`config.mk`:
```
export PLATFORM = sky130hd
export DESIGN_NAME = cp0_intr_unit_flat
export DESIGN_NICKNAME = d
export VERILOG_FILES = /design/src/rtl/cp0_intr_unit_if.sv /design/src/rtl/cp0_intr_unit.sv /design/src/flat_wrapper.sv
export SDC_FILE = /design/constraint.sdc
export NUM_CORES = 1
export LEC_CHECK = 0
export ABC_AREA = 1
export CORE_AREA = 2 2 95 97
export CTS_CLUSTER_SIZE = 8
export DETAILED_ROUTE_END_ITERATION = 10
export DIE_AREA = 0 0 97 99
export PLACE_DENSITY = 0.95
export SYNTH_ARGS = -nofsm -noshare
export SYNTH_HDL_FRONTEND = slang
export SYNTH_SLANG_ARGS = --single-unit
export TNS_END_PERCENT = 50
```
`constraint.sdc`:
```
create_clock -name clk -period 4.3 [get_ports clk]
set_clock_uncertainty 0.05 [all_clocks]
set_input_delay 1.29 -clock clk [delete_from_list [all_inputs] [get_ports clk]]
set_output_delay 1.29 -clock clk [all_outputs]
set_load 0.05 [all_outputs]
```
`src/rtl/cp0_intr_unit_if.sv`:
```
// cp0_intr_unit_if: pipeline/CP0 signal bundle for the interrupt unit.
interface cp0_intr_unit_if;
   logic [5:0]  hw_int;
   logic        exc_valid;
   logic [4:0]  exc_code;
   logic [31:0] pc_in;
   logic        bd_in;
   logic        we;
   logic [4:0]  addr;
   logic [31:0] wdata;
   logic        eret;
   logic [31:0] rdata;
   logic        req;
   logic [31:0] handler_pc;
   logic [31:0] epc_out;
   logic        in_handler;
   modport master (
      output hw_int, exc_valid, exc_code, pc_in, bd_in, we, addr, wdata, eret,
      input  rdata, req, handler_pc, epc_out, in_handler
   );
   modport slave (
      input  hw_int, exc_valid, exc_code, pc_in, bd_in, we, addr, wdata, eret,
      output rdata, req, handler_pc, epc_out, in_handler
   );
endinterface

```
`src/rtl/cp0_intr_unit.sv`:
```
// cp0_intr_unit: CP0 SR/Cause/EPC/PRId with interrupt/exception entry and eret.
module cp0_intr_unit #(
   parameter logic [31:0] PRID = 32'h0000_2021
) (
   input logic            clk,
   input logic            reset,
   cp0_intr_unit_if.slave bus
);
   typedef enum logic {NORMAL, HANDLER} state_t;
   state_t      r_state, w_state_nx;
   logic [5:0]  r_im, w_im_nx, r_ip;
   logic        r_ie, w_ie_nx, r_bd, w_bd_nx;
   logic [4:0]  r_exc, w_exc_nx;
   logic [31:0] r_epc, w_epc_nx, w_victim;
   logic        w_exl, w_int_req, w_exc_req, w_req, w_sr_we, w_epc_we;
   assign w_exl     = (r_state == HANDLER);
   assign w_int_req = (|(bus.hw_int & r_im)) & r_ie & ~w_exl;
   assign w_exc_req = bus.exc_valid & ~w_exl;
   assign w_req     = w_int_req | w_exc_req;
   assign w_sr_we   = bus.we & (bus.addr == 5'd12);
   assign w_epc_we  = bus.we & (bus.addr == 5'd14);
   assign w_victim  = bus.bd_in ? bus.pc_in - 32'd4 : bus.pc_in;
   always_comb begin
      w_state_nx = r_state;
      w_im_nx    = r_im;
      w_ie_nx    = r_ie;
      w_bd_nx    = r_bd;
      w_exc_nx   = r_exc;
      w_epc_nx   = r_epc;
      if (w_req) begin
         w_state_nx = HANDLER;
         w_bd_nx    = bus.bd_in;
         w_exc_nx   = w_int_req ? 5'd0 : bus.exc_code;
         w_epc_nx   = {w_victim[31:2], 2'b00};
      end else begin
         if (w_sr_we) begin
            w_im_nx    = bus.wdata[15:10];
            w_ie_nx    = bus.wdata[0];
            w_state_nx = bus.wdata[1] ? HANDLER : NORMAL;
         end
         // eret wins over the EXL bit of a same-cycle SR write
         if (bus.eret && w_exl) w_state_nx = NORMAL;
         if (w_epc_we) w_epc_nx = {bus.wdata[31:2], 2'b00};
      end
   end
   always_ff @(posedge clk) begin
      if (reset) begin
         r_state <= NORMAL;
         r_im    <= '0;
         r_ie    <= 1'b0;
         r_bd    <= 1'b0;
         r_exc   <= '0;
         r_ip    <= '0;
         r_epc   <= '0;
      end else begin
         r_state <= w_state_nx;
         r_im    <= w_im_nx;
         r_ie    <= w_ie_nx;
         r_bd    <= w_bd_nx;
         r_exc   <= w_exc_nx;
         r_ip    <= bus.hw_int;
         r_epc   <= w_epc_nx;
      end
   end
   assign bus.rdata = (bus.addr == 5'd12) ? {16'h0, r_im, 8'h0, w_exl, r_ie} :
                      (bus.addr == 5'd13) ? {r_bd, 15'h0, r_ip, 3'b000, r_exc, 2'b00} :
                      (bus.addr == 5'd14) ? r_epc :
                      (bus.addr == 5'd15) ? PRID : 32'h0;
   assign bus.req        = w_req;
   assign bus.handler_pc = 32'h0000_4180;
   assign bus.epc_out    = w_epc_we ? {bus.wdata[31:2], 2'b00} : r_epc;
   assign bus.in_handler = w_exl;
endmodule

```
`src/flat_wrapper.sv`:
```
// flat-port wrapper written by rule: the top's interface ports become plain ports
module cp0_intr_unit_flat 
#(
   parameter logic [31:0] PRID = 32'h0000_2021
)
  (clk, reset, bus_hw_int, bus_exc_valid, bus_exc_code, bus_pc_in, bus_bd_in, bus_we, bus_addr, bus_wdata, bus_eret, bus_rdata, bus_req, bus_handler_pc, bus_epc_out, bus_in_handler);
  cp0_intr_unit_if bus_i ();
  input logic clk;
  input logic reset;
  input wire logic [$bits(bus_i.hw_int)-1:0] bus_hw_int;
  input wire logic [$bits(bus_i.exc_valid)-1:0] bus_exc_valid;
  input wire logic [$bits(bus_i.exc_code)-1:0] bus_exc_code;
  input wire logic [$bits(bus_i.pc_in)-1:0] bus_pc_in;
  input wire logic [$bits(bus_i.bd_in)-1:0] bus_bd_in;
  input wire logic [$bits(bus_i.we)-1:0] bus_we;
  input wire logic [$bits(bus_i.addr)-1:0] bus_addr;
  input wire logic [$bits(bus_i.wdata)-1:0] bus_wdata;
  input wire logic [$bits(bus_i.eret)-1:0] bus_eret;
  output wire logic [$bits(bus_i.rdata)-1:0] bus_rdata;
  output wire logic [$bits(bus_i.req)-1:0] bus_req;
  output wire logic [$bits(bus_i.handler_pc)-1:0] bus_handler_pc;
  output wire logic [$bits(bus_i.epc_out)-1:0] bus_epc_out;
  output wire logic [$bits(bus_i.in_handler)-1:0] bus_in_handler;
  assign bus_i.hw_int = bus_hw_int;
  assign bus_i.exc_valid = bus_exc_valid;
  assign bus_i.exc_code = bus_exc_code;
  assign bus_i.pc_in = bus_pc_in;
  assign bus_i.bd_in = bus_bd_in;
  assign bus_i.we = bus_we;
  assign bus_i.addr = bus_addr;
  assign bus_i.wdata = bus_wdata;
  assign bus_i.eret = bus_eret;
  assign bus_rdata = bus_i.rdata;
  assign bus_req = bus_i.req;
  assign bus_handler_pc = bus_i.handler_pc;
  assign bus_epc_out = bus_i.epc_out;
  assign bus_in_handler = bus_i.in_handler;
  cp0_intr_unit #(.PRID(PRID)) u_core (.clk(clk), .reset(reset), .bus(bus_i));
endmodule
```
Word level (Yosys, flattened, before mapping)
Index checks and enable logic that the tools add are counted.
Widths: inputs -> output; s select.
{ "word_totals": {"wordCells": 39, "regBits": 52} }
{ "classes": {"addsub": 1, "n_eq_ne": 4, "bitwise": 9, "reduce_logical": 5, "n_mux": 12} }
{ "ops": {"columns": ["op", "n"], "rows": [
  ["$mux 32", 6],
  ["$sub 32x3->32 const B", 1],
  ["$eq 5x4->1 const B", 4],
  ["$mux 14", 1],
  ["$and 6x6->6", 1],
  ["$reduce_or 6->1", 1],
  ["$and 1x1->1", 5],
  ["$mux 5", 1],
  ["$mux 1", 4],
  ["$reduce_bool 3->1", 1],
  ["$not 1->1", 2],
  ["$reduce_and 2->1", 1],
  ["$reduce_or 2->1", 1],
  ["$logic_and 1x1->1", 1],
  ["$or 1x1->1", 1]
]} }

Depth between registers and ports, before layout
Gate-level depths: netlist (run 1).
{ "logic_depth": {"word_depth": 7, "depth_mapped": 12, "depth_no_buf": 12} }

Worst setup path before layout (run 1)
Ideal clock, no wire load.
{ "synth_path": {"kind": "input to output", "from": "input port bus_addr[3]", "to": "output port bus_rdata[6]", "cell_stages": 5, "arrival_ns": 2.914, "setup_slack_ns": 0.046, "path_buffers": 1, "t_required_ns": 2.960, "path_cell_list": "nand2_2 nor2_8 nand2_1 clkbuf_1 o21ai_0"} }
{ "synth_via": {"elab_chain_cells": 4, "elab_cells_between_ends": 6, "classes_between": "eq/ne (3); mux (3)"} }
{ "synth_rtl": {"columns": ["element", "line_no", "rtl"], "rows": [
  ["start, declared", "flat_wrapper.sv:16", "input wire logic [$bits(bus_i.addr)-1:0] bus_addr;"],
  ["$eq 5x4->1", "cp0_intr_unit.sv:67", "(bus.addr == 5'd14) ? r_epc :"],
  ["$mux 32", "cp0_intr_unit.sv:67", null],
  ["$mux 32", "cp0_intr_unit.sv:66", "(bus.addr == 5'd13) ? {r_bd, 15'h0, r_ip, 3'b000, r_exc, 2'b00} :"],
  ["$mux 32 (*)", "cp0_intr_unit.sv:65", "assign bus.rdata = (bus.addr == 5'd12) ? {16'h0, r_im, 8'h0, w_exl, r_ie} :"],
  ["end, declared", "flat_wrapper.sv:19", "output wire logic [$bits(bus_i.rdata)-1:0] bus_rdata;"]
]} }
Mark *: on every way between the ends. The rest lies on a longest branch, timed or not.

Final worst setup path (run 1)
{ "layout_path": {"from": "input port bus_addr[3]", "to": "output port bus_rdata[1]"} }
The elaborated chain is that of the path after synthesis.

==> results_dict.tcl, run 1 <==
set metrics [dict create \
    hold_class "reg2reg" \
    first_pass_iters 5 \
    antenna_found_initial 0 \
    setup_viol 0 \
    cts.htree.levels 2 \
    max_stage_delay_ns 0.48 \
    final_layout_size_suffix_gt1_frac 0.166 \
    drc 0 \
    diodes 0 \
    cts_max_path_buffers 2 \
    crit_chain "clkdlybuf4s50_1 -> nand2_2 -> nor2_8 -> buf_4 -> nand2_4 -> o21ai_0 -> buf_12" \
    core_mm2 0.00855 \
    clockRootBuffer "clkbuf_8" \
    die_x_um 97 \
    fmax_mhz 236 \
    synth_seq_cells 52 \
    antenna_left 0 \
    drtIter0Drc 233 \
    dpl_cell_area_mm2 0.00596 \
    holdWs_ns 0.416 \
    cts.sinks 52 \
    maxCapViolCount 0 \
    cts_tree "done" \
    arrival_ns 2.90 \
    setup_ws_ns 0.0619 \
    critPathRequiredTime_ns 2.96 \
    fp.dieH_um 99 \
    areaGrowthSynthToFinish_pct 60.9 \
    nNetsFinal 876 \
    synth_cell_types 35 \
    drt_wl_total_mm 12.3 \
    place.gp.congestion 0.970 \
    gr-usage-all-layers 0.251 \
    dp_hpwl_mm 10.1 \
    slowest_stage "clkdlybuf4s50_1" \
    ys_seq_area_frac 0.275 \
    relSlewSlack 0.658 \
    avgSynthCellArea_um2 5.97 \
    final_core_util 0.713 \
    ys_warn_count 0 \
    synthCells 635 \
    viasPerCell 4.92 \
    crit_type "in2out" \
    fin_area_mm2 0.00610 \
    port_buffers 149 \
    die-area_mm2 0.00960 \
    path_max_fanout 9 \
    cts_buffers 5 \
    tightestPinTransition_ns 0.511 \
    grt_pass1_wl_mm 20.0 \
    critPathLaunchType "input port" \
    finalSetupTns_ns 0 \
    ios 184 \
    syn_area_mm2 0.00379 \
    finalCritPeriodShare 0.986 \
    dp_slack_ns 0.0363 \
    vias 4421 \
    final_cell_mix "193 x nand2_1, 95 x nor2_1, 90 x inv_1" \
    wl_per_cell_um 13.7 \
    rows 34 \
    layout_commonest_cell "nand2_1" \
    clk_latency_ns 0.31 \
    hold_buffers 0 \
    p_leak_nw 2.80 \
    slew_violations 0 \
    cp_top_family "buffers and inverters" \
    clkTransAtPathRegs_ns 0.11 \
    grt_pass1_vias 4286 \
    path_buf_inv 3 \
    peakVddDrop_uv 134 \
    cp-end-kind "primary output" \
    power_density_mw_per_mm2 225 \
    outcome "finished clean" \
    hold_viol_final 0 \
    grt_max_degree 31 \
    finalCriticalPeriod_ns 4.24 \
    grt_overflow_total 0 \
    start_util 0.443 \
]
==> per-layer routing <==
metal  global-route usage  part of all wire
met1                0.307              0.40
met2                0.449              0.50
met3               0.0326             0.071
met4               0.0953             0.029
met5                    0                 0
==> timing repair <==
item / 4_1_cts / 5_1_grt
resized for setup: 0 / 7
setup endpoints to repair: 0 / 14
buffers inserted: 0 / 3
==> worst reg2reg max path: cells and delay by family, from the launching register on <==
family                 cells  cell delay (ns)
buffers and inverters      2             0.51
AO/OA/AOI/OAI              1             0.17
flip-flops                 1             0.35
AND/OR/NAND/NOR            8             0.86
==> registers in the layout, indices dropped and copies added, names as in the netlist <==
register / cells
u_core.r_exc: 5
u_core.r_epc: 32
u_core.r_ip: 6
u_core.r_bd: 1
u_core.r_im: 6
u_core.r_ie: 1
u_core.bus.in_handler: 1
==> through the flow <==
| step | power (mW) | instances |
|---|---|---|
| 2_1_floorplan | 0.838 | 665 |
| 3_3_place_gp | 1.06 | 887 |
| 3_5_place_dp | 1.07 | 887 |
| 4_1_cts | 1.37 | 895 |
| 5_1_grt | 1.43 | 898 |
| 6_report | 1.37 | 898 |
==> cell type report <==
| cell class | count | area, um2 |
|---|---|---|
| Clock buffer | 5 | 68.8 |
| Clock inverter | 3 | 27.5 |
| Fill cell | 623 | 2450 |
| Inverter | 97 | 372 |
| Multi-Input combinational cell | 466 | 2160 |
| Sequential cell | 52 | 1040 |
| Tap cell | 108 | 135 |
| Timing Repair Buffer | 167 | 2290 |
==> synthesized netlist by cell type (all sizes together) <==
| library cell | n | share of area |
|---|---|---|
| nand2 | 199 | 0.20 |
| nor2 | 106 | 0.12 |
| inv | 94 | 0.093 |
| o21ai | 61 | 0.090 |
| dfxtp | 52 | 0.27 |
| buf | 46 | 0.088 |
| nand3 | 27 | 0.043 |
| nand4 | 10 | 0.017 |
| xor2 | 10 | 0.023 |
| o221ai | 5 | 0.012 |
| clkbuf | 4 | 0.0040 |
| a21oi | 3 | 0.0040 |
| clkinv | 3 | 0.0043 |
| nand3b | 3 | 0.0059 |
| nor3 | 3 | 0.0040 |
| conb | 2 | 0.0020 |
| o211ai | 2 | 0.0040 |
| xnor2 | 2 | 0.0046 |
| and2 | 1 | 0.0017 |
| ha | 1 | 0.0033 |
| o21bai | 1 | 0.0020 |
==> kinds of logic (layout without fill, tap and decap cells) <==
| logic type | Yosys count | in the layout | synth area share |
|---|---|---|---|
| AOI/OAI and AO/OA | 72 | 72 | 0.112 |
| xor gates and xnor gates | 12 | 12 | 0.0277 |
| adders and majority gates | 1 | 1 | 0.00330 |
| buffers and inverters | 147 | 272 | 0.189 |
| DFF | 52 | 52 | 0.275 |
| other | 2 | 32 | 0.00198 |
| and+or+nand+nor | 349 | 349 | 0.391 |
==> power breakdown <==
group / internal [mW] / leakage [nW] / switching, mW / total [mW]
logic: 0.222 / 2.32 / 0.323 / 0.545
registers: 0.512 / 0.427 / 0.00949 / 0.521
clock network: 0.120 / 0.0463 / 0.188 / 0.308
total: 0.854 / 2.80 / 0.520 / 1.37
==> path summary, 6_finish.rpt <==
path                                       from               end  slack (ns)  depth (start not counted)
worst max-delay path                bus_addr[3]      bus_rdata[1]        0.06                          7
worst min-delay path            u_core.r_exc[2]   u_core.r_exc[2]        0.42                          2
worst max register to register   u_core.r_im[1]  u_core.r_epc[18]        2.32                         11
worst min register to register  u_core.r_exc[2]   u_core.r_exc[2]        0.42                          2
Power figures use the tool's default switching activity.
==> inputs of run 2 (changes only) <==
--- a/config.mk
+++ b/config.mk
@@ -11,6 +11,7 @@
 export DETAILED_ROUTE_END_ITERATION = 10
 export DIE_AREA = 0 0 97 99
 export PLACE_DENSITY = 0.95
+export SKIP_CTS_REPAIR_TIMING = 1
 export SYNTH_ARGS = -nofsm -noshare
 export SYNTH_HDL_FRONTEND = slang
 export SYNTH_SLANG_ARGS = --single-unit
==> results of run 2 <==
The final DEF is identical to that of run 1; final timing and power are the same.
==> inputs of run 3 (changes only) <==
--- a/config.mk
+++ b/config.mk
@@ -6,10 +6,10 @@
 export NUM_CORES = 1
 export LEC_CHECK = 0
 export ABC_AREA = 1
-export CORE_AREA = 2 2 95 97
+export CORE_AREA = 2 2 91 102
 export CTS_CLUSTER_SIZE = 8
 export DETAILED_ROUTE_END_ITERATION = 10
-export DIE_AREA = 0 0 97 99
+export DIE_AREA = 0 0 93 104
 export PLACE_DENSITY = 0.95
 export SKIP_CTS_REPAIR_TIMING = 1
 export SYNTH_ARGS = -nofsm -noshare
==> results_dict.tcl, run 3 (synthesis gave the netlist of run 1 again) <==
set metrics [dict create \
    hold_class "reg2reg" \
    vias 4380 \
    largest_reg_flops 32 \
    clockRootBuffer "clkbuf_8" \
    final_core_util 0.700 \
    critPathLaunchType "input port" \
    rr_worst_depth 11 \
    die_x_um 93 \
    r2r_slack_ns 2.32 \
    arrival_ns 2.86 \
    gr-usage-all-layers 0.249 \
    finalCriticalPeriod_ns 4.20 \
    drc 0 \
    rsz0062_at_grt "yes" \
    ios 184 \
    cts.sinks 52 \
    peakVddDrop_uv 155 \
    antenna_left 0 \
    path_max_fanout 12 \
    dp_slack_ns 0.0181 \
    grt_max_degree 31 \
    power_mw 1.37 \
    first_pass_iters 5 \
    hold_depth 2 \
    cp-end-kind "primary output" \
    slew_violations 0 \
    dpl_cell_area_mm2 0.00595 \
    timing.rr.end "u_core.r_epc[18]" \
    clk_latency_ns 0.31 \
    cts_buffers 5 \
    critPathRequiredTime_ns 2.96 \
    finalCritPeriodShare 0.977 \
    fp.dieH_um 104 \
    crit_chain "clkdlybuf4s50_1 -> nand2_2 -> nor2_8 -> nand2_1 -> buf_4 -> o21ai_0 -> buf_12" \
    port_buffers 149 \
    viasPerCell 4.86 \
    nNetsFinal 873 \
    place_inst 893 \
    wl_per_cell_um 13.6 \
    max_stage_delay_ns 0.48 \
    start_util 0.438 \
    setup_ws_ns 0.0969 \
    core_mm2 0.00865 \
    areaGrowthSynthToFinish_pct 59.6 \
    cts_max_path_buffers 2 \
    finalNonFillerCells 901 \
    p_leak_nw 2.77 \
    maxCapViolCount 0 \
    reg.largest.list "u_core.r_epc (32), u_core.r_im (6), u_core.r_ip (6)" \
    hold_viol_final 0 \
    die-area_mm2 0.00967 \
    hp-start "u_core.r_exc[4]" \
    r2r_start "u_core.r_im[5]" \
    drtIter0Drc 264 \
    fmax_mhz 238 \
    place.gp.congestion 1.02 \
    layout_commonest_cell "nand2_1" \
    crit_type "in2out" \
    fillCellCount 675 \
    cts_tree "done" \
    diodes 0 \
    antenna_found_initial 0 \
    grt_pass1_vias 4260 \
    grt_overflow_total 0 \
    grt_pass1_wl_mm 19.7 \
    cts.htree.levels 2 \
    cp-startpoint "bus_addr[2]" \
    final_cell_mix "193 x nand2_1, 95 x nor2_1, 90 x inv_1" \
    power_density_mw_per_mm2 226 \
    fin_area_mm2 0.00605 \
    regMostFlops "u_core.r_epc" \
    clkTransAtPathRegs_ns 0.11 \
    crit_end "bus_rdata[6]" \
    outcome "finished clean" \
    drt_wl_total_mm 12.2 \
    setup_viol 0 \
    dp_hpwl_mm 10.1 \
    rows 36 \
    slowest_stage "clkdlybuf4s50_1" \
    final_layout_size_suffix_gt1_frac 0.158 \
]
==> run 3: cell count changes in the layout (fill, tap and decap cells not counted) <==
cell,delta
buf_12,-1
inv_6,+2
buf_4,-2
inv_8,-2
o21ai_0,-1
o21ai_2,-4
o21ai_1,+5
==> run 3: routing by layer <==
metal  GRT usage  wire [um]  vias to the layer above
met5           0          0                        -
met4      0.0809        284                        0
met3      0.0355        812                       23
met2       0.449       6180                      205
met1       0.301       4930                     1974
li1            -          -                     2178
==> run 3: report_power, final <==
group	switching (mW)	leakage (nW)	internal, mW
logic	0.321	2.29	0.218
clock network	0.185	0.0452	0.119
registers	0.00989	0.427	0.512
==> run 3: worst min path at each step <==
stage	to
after floorplan	u_core.r_exc[0]
after global placement	u_core.r_exc[4]
after detailed placement	u_core.r_exc[4]
after CTS	u_core.r_exc[4]
after global routing	u_core.r_exc[3]
final	u_core.r_exc[4]
==> run 3: area by class of cell <==
cell class,instances,area [um2],area share
Timing Repair Buffer,164,2260,0.373
Inverter,97,369,0.0610
Tap cell,114,143,0.0236
Clock inverter,3,25.0,0.00414
Sequential cell,52,1040,0.172
Clock buffer,5,68.8,0.0114
Multi-Input combinational cell,466,2150,0.355
==> run 3: critical path, delay by kind of cell <==
| kind | cells | cell delay (ns) |
|---|---|---|
| buffers and inverters | 3 | 0.88 |
| and+or+nand+nor | 3 | 0.38 |
| AOI/OAI and AO/OA | 1 | 0.31 |
==> run 3: per-stage QoR <==
step	hold slack [ns]	TNS, ns
after floorplan	0.384	0
after global placement	0.394	0
after detailed placement	0.399	0
after CTS	0.416	0
after global routing	0.444	-0.00272
final	0.424	0
